===== src/rtl/wb_regfile_pkg.sv =====
// Shared register-file geometry and lane helpers for the writeback register file.
package wb_regfile_pkg;

  localparam int REG_WIDTH  = 32;
  localparam int LANE_WIDTH = 16;
  localparam int LANE_COUNT = 4;
  localparam int VREG_WIDTH = LANE_WIDTH * LANE_COUNT;
  localparam int SREG_COUNT = 16;
  localparam int VREG_COUNT = 16;
  localparam int REG_IDX_W  = 4;
  localparam int LANE_IDX_W = 2;
  // Scoreboard slot index: MSB selects the vector bank, low bits the register.
  localparam int SB_IDX_W   = REG_IDX_W + 1;

  typedef logic [REG_WIDTH-1:0]  sregWord_t;
  typedef logic [VREG_WIDTH-1:0] vregWord_t;

  // Replace one 16-bit lane of a vector word, leaving the other lanes intact.
  function automatic vregWord_t mergeLane(input vregWord_t base,
                                          input logic [LANE_IDX_W-1:0] lane,
                                          input logic [LANE_WIDTH-1:0] data);
    vregWord_t merged;
    merged = base;
    merged[lane*LANE_WIDTH +: LANE_WIDTH] = data;
    return merged;
  endfunction

endpackage


===== src/rtl/wb_scoreboard.sv =====
// Pending-write counter bank: one counter per scalar and vector register,
// producing the decode hold signal for RAW hazards and counter saturation.
module wb_scoreboard
  import wb_regfile_pkg::*;
#(
  parameter int PEND_W = 2
) (
  input  logic                clk,
  input  logic                resetN,
  input  logic                lock,
  input  logic                issueValid,
  input  logic [SB_IDX_W-1:0] issueSlot,
  input  logic                scalarWbActive,
  input  logic [REG_IDX_W-1:0] scalarWbIdx,
  input  logic                vectorWbActive,
  input  logic [REG_IDX_W-1:0] vectorWbIdx,
  input  logic [SB_IDX_W-1:0] srcSlot0,
  input  logic [SB_IDX_W-1:0] srcSlot1,
  input  logic [SB_IDX_W-1:0] srcSlotV,
  input  logic                srcUse0,
  input  logic                srcUse1,
  input  logic                srcUseV,
  output logic                depStall
);

  localparam int SLOTS = SREG_COUNT + VREG_COUNT;
  localparam logic [PEND_W-1:0] CNT_MAX = '1;
  localparam logic [PEND_W-1:0] CNT_ONE = PEND_W'(1);

  logic [PEND_W-1:0] pendCnt [SLOTS];
  logic [SLOTS-1:0]  wbHit;
  logic [SLOTS-1:0]  srcBlocked;
  logic [SLOTS-1:0]  destFull;
  logic              issueFire;

  // Per-slot writeback match; a last outstanding write landing now clears the hazard.
  always_comb begin
    wbHit = '0;
    if (scalarWbActive) wbHit[{1'b0, scalarWbIdx}] = 1'b1;
    if (vectorWbActive) wbHit[{1'b1, vectorWbIdx}] = 1'b1;
    for (int i = 0; i < SLOTS; i++) begin
      srcBlocked[i] = (pendCnt[i] != '0) && !((pendCnt[i] == CNT_ONE) && wbHit[i]);
      destFull[i]   = (pendCnt[i] == CNT_MAX) && !wbHit[i];
    end
  end

  // Hold decode on a busy used source or a saturated destination counter.
  always_comb begin
    depStall = 1'b0;
    if (lock) begin
      depStall = (srcUse0 && srcBlocked[srcSlot0]) ||
                 (srcUse1 && srcBlocked[srcSlot1]) ||
                 (srcUseV && srcBlocked[srcSlotV]) ||
                 (issueValid && destFull[issueSlot]);
    end
  end

  assign issueFire = lock && issueValid && !depStall;

  // Counter update: issue and matching writeback in one cycle cancel; no underflow.
  always_ff @(posedge clk) begin
    if (!resetN) begin
      for (int i = 0; i < SLOTS; i++) pendCnt[i] <= '0;
    end else if (lock) begin
      for (int i = 0; i < SLOTS; i++) begin
        if (issueFire && (issueSlot == SB_IDX_W'(i)) && !wbHit[i]) begin
          pendCnt[i] <= pendCnt[i] + CNT_ONE;
        end else if (wbHit[i] && !(issueFire && (issueSlot == SB_IDX_W'(i))) &&
                     (pendCnt[i] != '0)) begin
          pendCnt[i] <= pendCnt[i] - CNT_ONE;
        end
      end
    end
  end

endmodule


===== src/rtl/wb_regfile.sv =====
// Scalar and vector register files with same-cycle write bypass and a
// pending-write scoreboard that stalls decode on unresolved dependencies.
module wb_regfile
  import wb_regfile_pkg::*;
#(
  parameter int PEND_W = 2
) (
  input  logic                  I_CLOCK,
  input  logic                  I_RESET_N,
  input  logic                  I_LOCK,
  input  logic                  I_WriteBackEnable,
  input  logic [REG_IDX_W-1:0]  I_WriteBackRegIdx,
  input  logic [REG_WIDTH-1:0]  I_WriteBackData,
  input  logic                  I_WriteBackEnableV,
  input  logic [5:0]            I_WriteBackRegIdxV,
  input  logic [LANE_IDX_W-1:0] I_WriteBackRegIdxV_Idx,
  input  logic [VREG_WIDTH-1:0] I_WriteBackDataV,
  input  logic                  I_WriteBackLaneMode,
  input  logic                  I_IssueValid,
  input  logic [REG_IDX_W-1:0]  I_IssueDestIdx,
  input  logic                  I_IssueIsVector,
  input  logic [REG_IDX_W-1:0]  I_SrcIdx0,
  input  logic [REG_IDX_W-1:0]  I_SrcIdx1,
  input  logic [REG_IDX_W-1:0]  I_SrcIdxV,
  input  logic                  I_SrcUse0,
  input  logic                  I_SrcUse1,
  input  logic                  I_SrcUseV,
  output logic [REG_WIDTH-1:0]  O_SrcData0,
  output logic [REG_WIDTH-1:0]  O_SrcData1,
  output logic [VREG_WIDTH-1:0] O_SrcDataV,
  output logic                  O_DepStall
);

  sregWord_t sRegs [SREG_COUNT];
  vregWord_t vRegs [VREG_COUNT];

  logic                 sWrActive;
  logic                 vWrActive;
  logic [REG_IDX_W-1:0] vWrIdx;
  vregWord_t            vWrData;

  // Qualify both write ports; vector indices above 15 are not backed by storage.
  always_comb begin
    vWrIdx    = I_WriteBackRegIdxV[REG_IDX_W-1:0];
    sWrActive = I_LOCK && I_WriteBackEnable;
    vWrActive = I_LOCK && I_WriteBackEnableV && (I_WriteBackRegIdxV[5:4] == 2'b00);
    vWrData   = I_WriteBackLaneMode
              ? mergeLane(vRegs[vWrIdx], I_WriteBackRegIdxV_Idx, I_WriteBackData[LANE_WIDTH-1:0])
              : I_WriteBackDataV;
  end

  // Register-file storage; reset clears every register ahead of any write.
  always_ff @(posedge I_CLOCK) begin
    if (!I_RESET_N) begin
      for (int i = 0; i < SREG_COUNT; i++) sRegs[i] <= '0;
      for (int i = 0; i < VREG_COUNT; i++) vRegs[i] <= '0;
    end else begin
      if (sWrActive) sRegs[I_WriteBackRegIdx] <= I_WriteBackData;
      if (vWrActive) vRegs[vWrIdx] <= vWrData;
    end
  end

  // Combinational reads with bypass of the write landing this cycle.
  always_comb begin
    O_SrcData0 = (sWrActive && (I_WriteBackRegIdx == I_SrcIdx0)) ? I_WriteBackData : sRegs[I_SrcIdx0];
    O_SrcData1 = (sWrActive && (I_WriteBackRegIdx == I_SrcIdx1)) ? I_WriteBackData : sRegs[I_SrcIdx1];
    O_SrcDataV = (vWrActive && (vWrIdx == I_SrcIdxV)) ? vWrData : vRegs[I_SrcIdxV];
  end

  wb_scoreboard #(
    .PEND_W(PEND_W)
  ) uScoreboard (
    .clk           (I_CLOCK),
    .resetN        (I_RESET_N),
    .lock          (I_LOCK),
    .issueValid    (I_IssueValid),
    .issueSlot     ({I_IssueIsVector, I_IssueDestIdx}),
    .scalarWbActive(sWrActive),
    .scalarWbIdx   (I_WriteBackRegIdx),
    .vectorWbActive(vWrActive),
    .vectorWbIdx   (vWrIdx),
    .srcSlot0      ({1'b0, I_SrcIdx0}),
    .srcSlot1      ({1'b0, I_SrcIdx1}),
    .srcSlotV      ({1'b1, I_SrcIdxV}),
    .srcUse0       (I_SrcUse0),
    .srcUse1       (I_SrcUse1),
    .srcUseV       (I_SrcUseV),
    .depStall      (O_DepStall)
  );

endmodule


===== config.mk =====
export PLATFORM = sky130hd
export DESIGN_NAME = wb_regfile
export DESIGN_NICKNAME = d
export VERILOG_FILES = /design/src/rtl/wb_regfile_pkg.sv /design/src/rtl/wb_scoreboard.sv /design/src/rtl/wb_regfile.sv
export SDC_FILE = /design/constraint.sdc
export NUM_CORES = 2
export LEC_CHECK = 0
export CORE_ASPECT_RATIO = 1.2
export CORE_UTILIZATION = 60
export CTS_BUF_LIST = sky130_fd_sc_hd__clkbuf_4 sky130_fd_sc_hd__clkbuf_8
export DETAILED_ROUTE_END_ITERATION = 10
export DONT_BUFFER_PORTS = 1
export PLACE_DENSITY = 0.76
export SLEW_MARGIN = 20
export SYNTH_ARGS = -nofsm -noshare
export SYNTH_HDL_FRONTEND = slang
export SYNTH_HIERARCHICAL = 1
export SYNTH_SLANG_ARGS = --single-unit
export TNS_END_PERCENT = 10

===== constraint.sdc =====
create_clock -name I_CLOCK -period 8.1 [get_ports I_CLOCK]
set_input_delay 1.62 -clock I_CLOCK [delete_from_list [all_inputs] [get_ports I_CLOCK]]
set_output_delay 1.62 -clock I_CLOCK [all_outputs]
set_load 0.1 [all_outputs]

== After elaboration in Yosys (flattened, before gate mapping) ==
Memories as Yosys holds them, arrays and structs flattened.
Index checks and enable logic that the tools add are counted.

* Input bits: 135
* Word-level logic and storage cells: 1000
* Register bits after elaboration: 0
* RAM bits: 1600
* Memories kept: 3
* Output and inout port bits: 129

* Equal/unequal tests: 98
* Bitwise operators: 65
* Reduce and logical (&&, ||, !) cells: 374
* $add $sub $neg: 65
* Mux-type cells: 385
* Shift-type cells: 2
* Order comparisons: 8

{| class="wikitable"
|+ Memories
! name !! words !! width !! read ports !! clocked after Yosys merged registers in !! wr ports !! RTL line !! source
|-
| vRegs || 16 || 64 || 2 || 0 || 16 || wb_regfile.sv:35 || <nowiki>vregWord_t vRegs [VREG_COUNT];</nowiki>
|-
| sRegs || 16 || 32 || 2 || 0 || 16 || wb_regfile.sv:34 || <nowiki>sregWord_t sRegs [SREG_COUNT];</nowiki>
|-
| uScoreboard.pendCnt || 32 || 2 || 32 || 0 || 32 || wb_scoreboard.sv:30 || <nowiki>logic [PEND_W-1:0] pendCnt [SLOTS];</nowiki>
|}

{| class="wikitable"
|+ Operators by type and width
! cell !! number
|-
| $mux W1 || 304
|-
| $logic_and A1 B1 Y1 || 238
|-
| $mux W64 || 3
|-
| $mux W2 || 64
|-
| $mux W32 || 4
|-
| $logic_not A1 Y1 || 97
|-
| $eq A5 B5 Y1 const B || 16
|-
| $add A2 B1 Y2 const B || 32
|-
| $bwmux W64 || 1
|-
| $eq A2 B1 Y1 const B || 32
|-
| $eq A2 B2 Y1 const B || 32
|-
| $or A1 B1 Y1 || 64
|-
| $reduce_bool A2 Y1 || 32
|-
| $reduce_or A64 Y1 || 1
|-
| $shift A16 B34 Y64 const A || 1
|-
| $shiftx A16 B34 Y64 || 1
|-
| $sub A2 B1 Y2 const B || 32
|-
| $eq A5 B4 Y1 const B || 8
|-
| $neg A6 Y34 || 1
|-
| $or A32 B32 Y32 || 1
|-
| $reduce_or A32 Y1 || 1
|-
| $eq A5 B3 Y1 const B || 4
|-
| $lt A4 B6 Y1 const B || 3
|-
| $lt A5 B6 Y1 const B || 3
|-
| 13 further kinds || 22
|}

== Longest topological paths before layout ==
* Depth in word-level cells: 29
* Gate-level depth with buffers: 16

== Cells and area by module ==
Netlist, hierarchy kept.

{| class="wikitable"
|+ Modules (own cells, without submodules)
! module !! cells each !! times used !! area an instance (um^2) !! sequential area each (um^2)
|-
| wb_regfile || 5748 || 1 || 81949.8 || 46124.2
|-
| wb_scoreboard || 852 || 1 || 7209.4 || 1921.8
|}

== Least setup slack after synthesis ==
OpenSTA, ideal clock, no wires.

* Path kind: input to output
* From: input I_WriteBackRegIdxV_Idx[0]
* To: output O_SrcDataV[15]
* Stages on the path: 10
* Path slack: 1257 ps
* Required time: 6480 ps
* Buffers on the path: 3
* Arrival: 5223 ps
* Path through: inv_1 -> ha_1 -> clkbuf_1 -> and4b_1 -> buf_1 -> clkbuf_1 -> a22oi_1 -> nand4_1 -> o22ai_2 -> o21ai_0

* Longest elaborated chain between the ends: 5
* Elaborated cells between the ends (all ways): 6
* Those cells by class: 1 x add/sub; 2 x shift; 3 x mux

{| class="wikitable"
|+ RTL lines
! what !! RTL line !! source
|-
| from (decl) || wb_regfile.sv:16 || <nowiki>input logic [LANE_IDX_W-1:0] I_WriteBackRegIdxV_Idx,</nowiki>
|-
| $neg A6 Y34 (*) || wb_regfile_pkg.sv:24 || <nowiki>merged[lane*LANE_WIDTH +: LANE_WIDTH] = data;</nowiki>
|-
| $shiftx A16 B34 Y64 or $shift A16 B34 Y64 (tied branches) || wb_regfile_pkg.sv:24 ||
|-
| $bwmux W64 (*) || wb_regfile_pkg.sv:24 ||
|-
| $mux W64 (*) || wb_regfile.sv:48 || <nowiki>? mergeLane(vRegs[vWrIdx], I_WriteBackRegIdxV_Idx, I_WriteBackData[LANE_WIDTH-1:0])</nowiki>
|-
| $mux W64 (*) || wb_regfile.sv:67 || <nowiki>O_SrcDataV = (vWrActive && (vWrIdx == I_SrcIdxV)) ? vWrData : vRegs[I_SrcIdxV];</nowiki>
|-
| to (decl) || wb_regfile.sv:30 || <nowiki>output logic [VREG_WIDTH-1:0] O_SrcDataV,</nowiki>
|}

Mark *: on every way between the ends. The rest lies on a longest branch, timed or not.

== Final worst setup path ==
* From: input I_WriteBackRegIdxV[1]
* To: output O_SrcDataV[21]

* Longest elaborated chain between the ends: 4
* Elaborated cells between the ends (all ways): 6
* Those cells by class: 1 x eq/ne; 3 x mux; 1 x reduce/logical; 1 x memory

{| class="wikitable"
|+ RTL lines
! what !! RTL line !! source
|-
| from (decl) || wb_regfile.sv:15 || <nowiki>input logic [5:0] I_WriteBackRegIdxV,</nowiki>
|-
| $mem_v2 Z16 W64 || - ||
|-
| $bwmux W64 || wb_regfile_pkg.sv:24 ||
|-
| $mux W64 || wb_regfile.sv:48 ||
|-
| $mux W64 (*) || wb_regfile.sv:67 ||
|}

Marks and branches as above.

==> results.sh <==
export IMPL_grt_first_pass_wirelength_um=412000
export IMPL_vdd_ir_drop_worst_v=0.000184
export IMPL_cp_startpoint_kind="input port"
export IMPL_post_drt_via_cell_ratio=7.26
export IMPL_post_cts_repair_setup_buffers=0
export IMPL_endpoint_kind="output pin"
export IMPL_synth_ff_latch_count=1600
export IMPL_die_area_um2=150000
export IMPL_drive_gt1_share_pct=25.4
export IMPL_final_hold_viol_count=0
export IMPL_cell_internal_pwr_mw=14.2
export IMPL_seq_power_share_pct=49.1
export IMPL_tightestPinTransition_ns=1.49
export IMPL_detail_route_drc_violations=0
export IMPL_min_path_type="register to register"
export IMPL_ios=264
export IMPL_drt_pass1_iter_count=8
export IMPL_die_height_um=424
export IMPL_p_switching_mw=5.37
export IMPL_nNetsFinal=6615
export IMPL_synth_edff_count=1600
export IMPL_postSynthAreaPerCell_um2=13.5
export IMPL_finish_instance_area_um2=95800
export IMPL_drv_slew=0
export IMPL_number_of_cells_upsized_or_downsized_after_cts=0
export IMPL_cts_root_buf="sky130_fd_sc_hd__clkbuf_8"
export IMPL_comb_power_share_pct=14.1
export IMPL_most_used_standard_cells_in_the_synthesized_netlist="sky130_fd_sc_hd__edfxtp_1 (1,600), sky130_fd_sc_hd__nor2_1 (1,086), sky130_fd_sc_hd__mux4_2 (641)"
export IMPL_maxSlewHeadroom_pct=0.736
export IMPL_achievable_frequency_mhz=134
export IMPL_layout_min_cycle_time_ns=7.46
export IMPL_chipWidth_um=354
export IMPL_sequential_to_total_area_share_from_yosys_stat_pct=53.9
export IMPL_status="finished clean"
export IMPL_placer_congestion=0.947
export IMPL_layout_worst_path_cycle_share_pct=92.1
export IMPL_syn_area_um2=89200
export IMPL_synth_yosys_warnings=6
export IMPL_postLayoutCoreUtil_pct=65.1
export IMPL_async_flop_share_pct=0
export IMPL_drt_first_iter_violations=9454
export IMPL_max_cap_viol_count=0
export IMPL_unrepaired_setup_endpoints_after_global_routing="false"
export IMPL_clkTransAtPathRegs_ns=0.06
export IMPL_cts_hold_buffers_added=0
export IMPL_synth_top_flop_cell="sky130_fd_sc_hd__edfxtp_1"
export IMPL_detail_route_antenna_nets=0
export IMPL_type_of_the_setup_path_with_the_least_slack="input port to output pin"
export IMPL_route_vias_total=61900
export IMPL_cts_sinks=1600
export IMPL_worstHoldPathCells=1
export IMPL_netSwitchingFraction_pct=27.4
export IMPL_accumulated_negative_setup_slack_ns=0
export IMPL_leakage_nw=34.8
export IMPL_vias_in_the_first_global_route=62000
export IMPL_core_region_area_um2=147000
export IMPL_footprint_of_the_multi_input_gates_um2=38700
export IMPL_number_of_endpoints_failing_setup_at_the_final_stage=0
export IMPL_synth_most_common_cell="sky130_fd_sc_hd__edfxtp_1"
export IMPL_worst_hold_slack_ns=0.622
export IMPL_pwr_density_cell_nw_per_um2=205
export IMPL_tritoncts_num_buffers=279
export IMPL_synth_distinct_cells=76
export IMPL_data_required_critical_path_ns=6.48
export IMPL_grt_remaining_overflow=0
export IMPL_finalClockSkew_ns=0.0615
export IMPL_pwr_share_clk_pct=36.8
export IMPL_tritoncts="built"
export IMPL_synth_top_area_share_pct=53.9
export IMPL_placement_cell_area_um2=90500
export IMPL_yosys_area_top_type="sky130_fd_sc_hd__edfxtp_1"
export IMPL_area_delta_synth_final_pct=7.45
export IMPL_grt_antenna_before_repair=18
export IMPL_reg2regPathDepth=12
export IMPL_numPortBuffers=0
export IMPL_fillers=10500
export IMPL_ctsHtreeMaxLevel=5
export IMPL_worstPathArrival_ns=5.84
export IMPL_num_rows=154
export IMPL_bufs_on_longest_clock_path=4
export IMPL_start_util_pct=60.6
export IMPL_wl_per_cell_um=34.0
export IMPL_cp_max_fo=181
export IMPL_grt_start_max_net_pins=460
export IMPL_routed_wl_um=289000
export IMPL_clk_insertion_delay_late_ns=1.05
export IMPL_yosys_top_cells_area="sky130_fd_sc_hd__edfxtp_1 (54%), sky130_fd_sc_hd__mux4_2 (16%), sky130_fd_sc_hd__nor2_1 (4.6%), sky130_fd_sc_hd__mux2i_1 (3.8%), sky130_fd_sc_hd__and2_1 (3.7%)"
export IMPL_final_seq_area_um2=48000
export IMPL_detailedPlacementHpwl_um=153000
export IMPL_syn_inst=6600
export IMPL_grt_overall_usage_pct=38.1
-- layout make-up --
cell class | instances | area share, %
Clock buffer | 372 | 4.78
Inverter | 75 | 0.294
Sequential cell | 1600 | 50.2
Antenna cell | 10 | 0.0261
Tap cell | 1950 | 2.55
Timing Repair Buffer | 137 | 1.23
Clock inverter | 94 | 0.592
Multi-Input combinational cell | 4286 | 40.4
-- logic make-up (layout without fill, tap and decap cells) --
family	after synthesis	in the layout	synth area share [%]
multiplexers	1238	1238	23.3
AND/OR/NAND/NOR	2314	2314	12.4
buffers and inverters	723	678	3.68
adder cells (fa/ha/maj)	101	101	1.42
AO/OA/AOI/OAI	610	610	5.19
XOR/XNOR	12	12	0.118
other	2	21	0.00842
flip-flops	1600	1600	53.9
-- layout by cell type (no fill, tap or decap), types with 74 or more instances in the layout --
cell	netlist	final
sky130_fd_sc_hd__edfxtp_1	1600	1600
sky130_fd_sc_hd__mux2i_1	340	340
sky130_fd_sc_hd__ha_1	101	101
sky130_fd_sc_hd__clkbuf_4	0	87
sky130_fd_sc_hd__mux4_2	641	641
sky130_fd_sc_hd__and2_1	521	519
sky130_fd_sc_hd__buf_4	71	127
sky130_fd_sc_hd__clkbuf_8	0	285
sky130_fd_sc_hd__a22oi_1	144	144
sky130_fd_sc_hd__and3_1	74	74
sky130_fd_sc_hd__nor2_1	1086	1072
sky130_fd_sc_hd__nand4_1	83	83
sky130_fd_sc_hd__inv_1	75	75
sky130_fd_sc_hd__mux2_2	255	255
sky130_fd_sc_hd__nand2_1	319	294
-- power groups by stage --
stage / Combinational, mW / Sequential [mW] / Clock, mW
detailed placement: 2.63 / 9.79 / 0
global route: 2.82 / 9.65 / 7.54
CTS: 2.64 / 9.61 / 7.20
finish: 2.75 / 9.62 / 7.21
global placement: 2.60 / 9.74 / 0
floorplan: 2.33 / 9.74 / 0
-- per-stage QoR --
step / setup slack [ns] / cells / total power [mW]
3_3_place_gp: 1.30 / 8045 / 12.3
4_1_cts: 1.24 / 8511 / 19.5
3_5_place_dp: 1.25 / 8045 / 12.4
6_report: 0.643 / 8524 / 19.6
5_1_grt: 0.420 / 8517 / 20.0
2_1_floorplan: 1.26 / 6609 / 12.1
-- state kept, by name, indices dropped and copies added (netlist names) --
name and flops:
sRegs 512, uScoreboard/pendCnt 64, vRegs 1024
-- path summary, 6_finish.rpt --
path                            slack [ns]                        from                         end
worst max-delay path                  0.64       I_WriteBackRegIdxV[1]              O_SrcDataV[21]
worst min-delay path                  0.62  uScoreboard/pendCnt[1][26]  uScoreboard/pendCnt[1][26]
worst max register to register        4.28   uScoreboard/pendCnt[0][4]   uScoreboard/pendCnt[1][0]
worst min register to register        0.62  uScoreboard/pendCnt[1][26]  uScoreboard/pendCnt[1][26]
-- critical path, cell delays in order --
cell	delay, ns
sky130_fd_sc_hd__buf_16	0.58
sky130_fd_sc_hd__buf_16	0.68
sky130_fd_sc_hd__buf_16	0.58
sky130_fd_sc_hd__mux2_2	0.42
sky130_fd_sc_hd__a22oi_1	0.16
sky130_fd_sc_hd__nand4_1	0.19
sky130_fd_sc_hd__o22ai_2	0.65
sky130_fd_sc_hd__o21ai_2	0.51
-- routing by layer --
| metal | wire length, um | GRT usage [%] | vias to the layer above |
|---|---|---|---|
| met3 | 39900 | 11.3 | 1186 |
| met1 | 93700 | 45.7 | 30900 |
| met2 | 137000 | 61.3 | 5121 |
| met4 | 18700 | 22.5 | 26 |
| met5 | 183 | 0 | - |
| li1 | - | - | 24700 |
Power figures use the tool's default switching activity.
